$ cat src/rtl/uart_rx_if.sv
// Byte-output port of the UART receiver: received data on a valid/ready handshake plus status pulses.
// The receiver is the master and drives data, valid, frame_err, overrun and busy; the consumer drives ready.
interface uart_rx_if #(
  parameter int DATA_WIDTH = 8
);
  logic [DATA_WIDTH-1:0] data;
  logic                  valid;
  logic                  ready;
  logic                  frame_err;
  logic                  overrun;
  logic                  busy;

  modport master (
    output data, valid, frame_err, overrun, busy,
    input  ready
  );

  modport slave (
    input  data, valid, frame_err, overrun, busy,
    output ready
  );
endinterface

$ cat src/rtl/uart_rx.sv
// 8N1-style serial receiver: 2-FF synchroniser, mid-bit sampling FSM, single-entry valid/ready output
// stage with overrun and framing-error pulses.
module uart_rx #(
  parameter int DATA_WIDTH   = 8,
  parameter int CLKS_PER_BIT = 10417
) (
  input  logic        clk,
  input  logic        rst,
  input  logic        rx,
  uart_rx_if.master   bus,
  output logic [2:0]  o_dbg_state
);

  localparam int CW = (CLKS_PER_BIT > 1) ? $clog2(CLKS_PER_BIT) : 1;
  localparam int IW = (DATA_WIDTH > 1) ? $clog2(DATA_WIDTH) : 1;

  localparam logic [CW-1:0] CNT_LAST = CW'(CLKS_PER_BIT - 1);
  localparam logic [CW-1:0] CNT_HALF = CW'(CLKS_PER_BIT / 2 - 1);
  localparam logic [IW-1:0] IDX_LAST = IW'(DATA_WIDTH - 1);

  localparam logic [2:0] S_IDLE      = 3'd0;
  localparam logic [2:0] S_START     = 3'd1;
  localparam logic [2:0] S_DATA      = 3'd2;
  localparam logic [2:0] S_STOP      = 3'd3;
  localparam logic [2:0] S_WAIT_HIGH = 3'd4;

  logic                  r_sync1;
  logic                  r_sync2;
  logic [2:0]            r_state;
  logic [CW-1:0]         r_clk_cnt;
  logic [IW-1:0]         r_bit_idx;
  logic [DATA_WIDTH-1:0] r_shift;
  logic                  r_deliver;
  logic [DATA_WIDTH-1:0] r_data;
  logic                  r_valid;
  logic                  r_frame_err;
  logic                  r_overrun;

  logic w_rx_s;
  logic w_cnt_last;

  assign w_rx_s     = r_sync2;
  assign w_cnt_last = (r_clk_cnt == CNT_LAST);

  // Line side: synchroniser and frame decoder. r_deliver flags a good stop bit for the output stage.
  always_ff @(posedge clk) begin
    if (rst) begin
      r_sync1     <= 1'b1;
      r_sync2     <= 1'b1;
      r_state     <= S_IDLE;
      r_clk_cnt   <= '0;
      r_bit_idx   <= '0;
      r_shift     <= '0;
      r_deliver   <= 1'b0;
      r_frame_err <= 1'b0;
    end else begin
      r_sync1     <= rx;
      r_sync2     <= r_sync1;
      r_deliver   <= 1'b0;
      r_frame_err <= 1'b0;
      case (r_state)
        S_IDLE: begin
          r_clk_cnt <= '0;
          if (!w_rx_s) r_state <= S_START;
        end
        S_START: begin
          if (r_clk_cnt == CNT_HALF) begin
            r_clk_cnt <= '0;
            r_bit_idx <= '0;
            r_state   <= w_rx_s ? S_IDLE : S_DATA;
          end else begin
            r_clk_cnt <= r_clk_cnt + CW'(1);
          end
        end
        S_DATA: begin
          if (w_cnt_last) begin
            r_clk_cnt          <= '0;
            r_shift[r_bit_idx] <= w_rx_s;
            if (r_bit_idx == IDX_LAST) r_state <= S_STOP;
            else                       r_bit_idx <= r_bit_idx + IW'(1);
          end else begin
            r_clk_cnt <= r_clk_cnt + CW'(1);
          end
        end
        S_STOP: begin
          if (w_cnt_last) begin
            r_clk_cnt <= '0;
            if (w_rx_s) begin
              r_deliver <= 1'b1;
              r_state   <= S_IDLE;
            end else begin
              r_frame_err <= 1'b1;
              r_state     <= S_WAIT_HIGH;
            end
          end else begin
            r_clk_cnt <= r_clk_cnt + CW'(1);
          end
        end
        S_WAIT_HIGH: begin
          // A held-low line (break) must not be decoded as a stream of zero bytes.
          r_clk_cnt <= '0;
          if (w_rx_s) r_state <= S_IDLE;
        end
        default: begin
          r_clk_cnt <= '0;
          r_state   <= S_IDLE;
        end
      endcase
    end
  end

  // Handshake: a byte transfers on any rising edge with valid=1 and ready=1. valid stays high and data
  // stays frozen until then; ready while valid=0 is ignored. A delivery on the accepting edge reloads
  // the slot, while a delivery into an unaccepted slot is dropped and reported as overrun.
  always_ff @(posedge clk) begin
    if (rst) begin
      r_data    <= '0;
      r_valid   <= 1'b0;
      r_overrun <= 1'b0;
    end else begin
      r_overrun <= 1'b0;
      if (r_deliver) begin
        if (!r_valid || bus.ready) begin
          r_data  <= r_shift;
          r_valid <= 1'b1;
        end else begin
          r_overrun <= 1'b1;
        end
      end else if (r_valid && bus.ready) begin
        r_valid <= 1'b0;
      end
    end
  end

  assign bus.data      = r_data;
  assign bus.valid     = r_valid;
  assign bus.frame_err = r_frame_err;
  assign bus.overrun   = r_overrun;
  assign bus.busy      = (r_state != S_IDLE);
  assign o_dbg_state   = r_state;

endmodule

$ cat src/flat_wrapper.sv
// flat-port wrapper written by rule: the top's interface ports become plain ports
module uart_rx_flat 
#(
  parameter int DATA_WIDTH   = 8,
  parameter int CLKS_PER_BIT = 10417
)
  (clk, rst, rx, o_dbg_state, bus_data, bus_valid, bus_frame_err, bus_overrun, bus_busy, bus_ready);
  uart_rx_if #(.DATA_WIDTH(DATA_WIDTH)) bus_i ();
  input  logic clk;
  input  logic rst;
  input  logic rx;
  output logic [2:0] o_dbg_state;
  output wire logic [$bits(bus_i.data)-1:0] bus_data;
  output wire logic [$bits(bus_i.valid)-1:0] bus_valid;
  output wire logic [$bits(bus_i.frame_err)-1:0] bus_frame_err;
  output wire logic [$bits(bus_i.overrun)-1:0] bus_overrun;
  output wire logic [$bits(bus_i.busy)-1:0] bus_busy;
  input wire logic [$bits(bus_i.ready)-1:0] bus_ready;
  assign bus_data = bus_i.data;
  assign bus_valid = bus_i.valid;
  assign bus_frame_err = bus_i.frame_err;
  assign bus_overrun = bus_i.overrun;
  assign bus_busy = bus_i.busy;
  assign bus_i.ready = bus_ready;
  uart_rx #(.DATA_WIDTH(DATA_WIDTH), .CLKS_PER_BIT(CLKS_PER_BIT)) u_core (.clk(clk), .rst(rst), .rx(rx), .bus(bus_i), .o_dbg_state(o_dbg_state));
endmodule
$ cat config.mk
export PLATFORM = sky130hd
export DESIGN_NAME = uart_rx_flat
export DESIGN_NICKNAME = d
export VERILOG_FILES = /design/src/rtl/uart_rx_if.sv /design/src/rtl/uart_rx.sv /design/src/flat_wrapper.sv
export SDC_FILE = /design/constraint.sdc
export NUM_CORES = 1
export LEC_CHECK = 0
export CAP_MARGIN = 10
export CORE_MARGIN = 2
export CORE_UTILIZATION = 30
export DETAILED_ROUTE_END_ITERATION = 6
export GPL_TIMING_DRIVEN = 0
export SYNTH_ARGS = -nofsm -noshare
export SYNTH_HDL_FRONTEND = slang
export SYNTH_SLANG_ARGS = --single-unit
$ cat constraint.sdc
create_clock -name clk -period 2.1 [get_ports clk]
set_input_delay 0.42 -clock clk [delete_from_list [all_inputs] [get_ports clk]]
set_output_delay 0.42 -clock clk [all_outputs]
set_load 0.02 [all_outputs]
==> qor.yml <==
status: "complete, no violations"
wire_per_inst_microns: 11.9
cp_num_buf_inv: 2
maxCapViolations: 0
cts-root-buf: "clkbuf_8"
drive_gt1_frac: 0.155
cpMaxStageDelayCell: "or4_4"
cp-start-kind: "register"
cts_buffers: 5
start_util: 0.312
critPathCaptureType: "register"
finalHoldViolations: 0
synthCells: 205
die_height_microns: 85.6
synth_top_area_frac: 0.421
final_cell_mix: "dfxtp_1, nor2_1, mux2i_1"
route.detailed.drc: 0
synth-seq-cells: 42
worst_skew_pair.late_latency_ps: 300
drt-vias-per-instance: 4.68
ir_drop_mv: 0.272
whs_ps: 414
grt_pass1_wl_microns: 6560
synthFlopType: "dfxtp_1"
reg2reg_depth: 8
synthTopCellsByArea: "dfxtp_1, mux2i_1, nor2_1"
syn_nets: 213
crit_type: "reg -> reg"
crit_cells: 8
final_common_cell: "dfxtp_1"
post-place-ws_ps: -28.0
fin_crit_sh: 0.968
worst_pin_slew_ps: 963
syn_area_sq_mm: 0.00200
cts.sinks: 42
crit_chain: "ha_2, and4bb_2, nand4b_1, a22oi_2, or4_4, buf_6, buf_12, nor2_4"
clockBufferDepth: 2
crit_required_ps: 2340
worstPathArrival_ps: 2270
synthDistinctLibCells: 44
cpLargestDelayFamily: "simple AND/OR/NAND/NOR gates"
diodes: 0
antenna_found_initial: 0
fillers: 623
coreArea_sq_mm: 0.00639
dp_hpwl_microns: 2640
htree_levels: 2
firstDrtPassIters: 4
area_growth_pct: 20.3
min_path_cells: 1
drt_iter0_drc: 65
ant_nets: 0
finalNonFillerCells: 309
setup_tns_ps: 0
fin_crit_ps: 2030
port_buffers: 17
cts_tree: "yes"
rows: 29
final_core_util: 0.376
setup_ws_ps: 67.6
multiInputGateArea_sq_mm: 0.00107
syn_avg_cell_area_sq_um: 9.73
fin_skew_ps: 9.76
hp-class: "reg -> reg"
p_per_area_mw_per_mm2: 615
gp_congestion: 0.751
fmax_ghz: 0.492
crit_fanout: 10
vias: 1446
ys_warn_count: 0
groute.usage.overall: 0.110
dieArea_sq_mm: 0.00732
synth-seq-area-share: 0.421
clk_pin_slew_ps: 80
placed_cell_area_sq_mm: 0.00226
drv_slew: 0
ff_latch_area_sq_um: 846
cts_hold_buffers: 0
cpPeakStageDelay_ps: 490
die_x_microns: 85.6
synth_edf_count: 0
max-slew-margin-rel: 0.354
fin_area_sq_mm: 0.00240
async_flop_share: 0
io-pin-count: 19
overflow: 0
yosysTopAreaCell: "dfxtp_1"
setup_viol: 0
report.power.total_mw: 1.48
p_leak_nw: 0.866
grt_pass1_vias: 1388
grt_max_degree: 14
drt_wl_total_microns: 3670
dp.cells: 299
nets: 239
-- worst register-to-register path, delay by kind of cell (launching register included) --
kind / cells / cell delay, ps
and+or+nand+nor: 4 / 980
DFF: 1 / 360
buffers and inverters: 2 / 300
adders and majority gates: 1 / 210
AOI/OAI and AO/OA: 1 / 120
-- state kept, by name (all words and copies together) (netlist names) --
signal and flops:
u_core.r_bit_idx 3, u_core.bus.valid 1, u_core.o_dbg_state 3, u_core.bus.frame_err 1
u_core.bus.overrun 1, u_core.r_sync2 1, u_core.r_sync1 1, u_core.r_shift 8
u_core.r_clk_cnt 14, u_core.bus.data 8, u_core.r_deliver 1
-- Yosys cell counts (2+ instances only) --
master and instances:
and4_1 2, clkbuf_1 5, nor2_4 8, nor3_1 4
nand2b_1 4, ha_1 4, buf_2 2, xor2_1 7
nand4_1 4, mux2i_1 23, nor2_1 28, nor2_2 2
nor4_1 10, nand3_1 5, xnor2_1 5, or2_2 2
inv_1 8, a21oi_1 2, nor2b_1 4, nand2_1 10
dfxtp_1 42, nand4b_1 2
-- where the power goes --
group	total [mW]	switching (mW)	leakage (nW)	internal [mW]
registers	0.798	0.00127	0.340	0.797
logic	0.0351	0.0207	0.475	0.0144
clock network	0.644	0.289	0.0514	0.355
total	1.48	0.311	0.866	1.17
-- cell type report --
class,count,share of cell area
multi-input cells,146,0.447
well taps,77,0.0401
clock buffers,6,0.0302
repair buffers,19,0.0766
clock inverters,2,0.0156
flip-flops and latches,42,0.352
inverters,8,0.0125
plain buffers,9,0.0250
-- final timing paths --
check        slack [ps]             endpoint           startpoint
max                  70  u_core.r_clk_cnt[7]  u_core.r_clk_cnt[0]
min                 410       u_core.r_sync2       u_core.r_sync1
max reg2reg          70  u_core.r_clk_cnt[7]  u_core.r_clk_cnt[0]
min reg2reg         410       u_core.r_sync2       u_core.r_sync1
-- cells by family after synthesis --
family,share of synthesized area
and+or+nand+nor,0.315
DFF,0.421
muxes,0.115
buffers and inverters,0.0451
xor gates and xnor gates,0.0527
AOI/OAI and AO/OA,0.0257
adders and majority gates,0.0251
-- what timing repair did --
item                       4_1_cts  5_1_grt
pin swaps                        0        1
setup buffers                    0        2
gates resized for setup          2        4
setup endpoints to repair       10       11
-- layer usage --
metal  track usage  vias up  wire, microns
li1              -      758              -
met1         0.156      665           1880
met2         0.165       18           1640
met3        0.0231        5             88
met4        0.0433        0             68
met5             0        -              0
No activity file was read; power rests on OpenSTA's default activity.
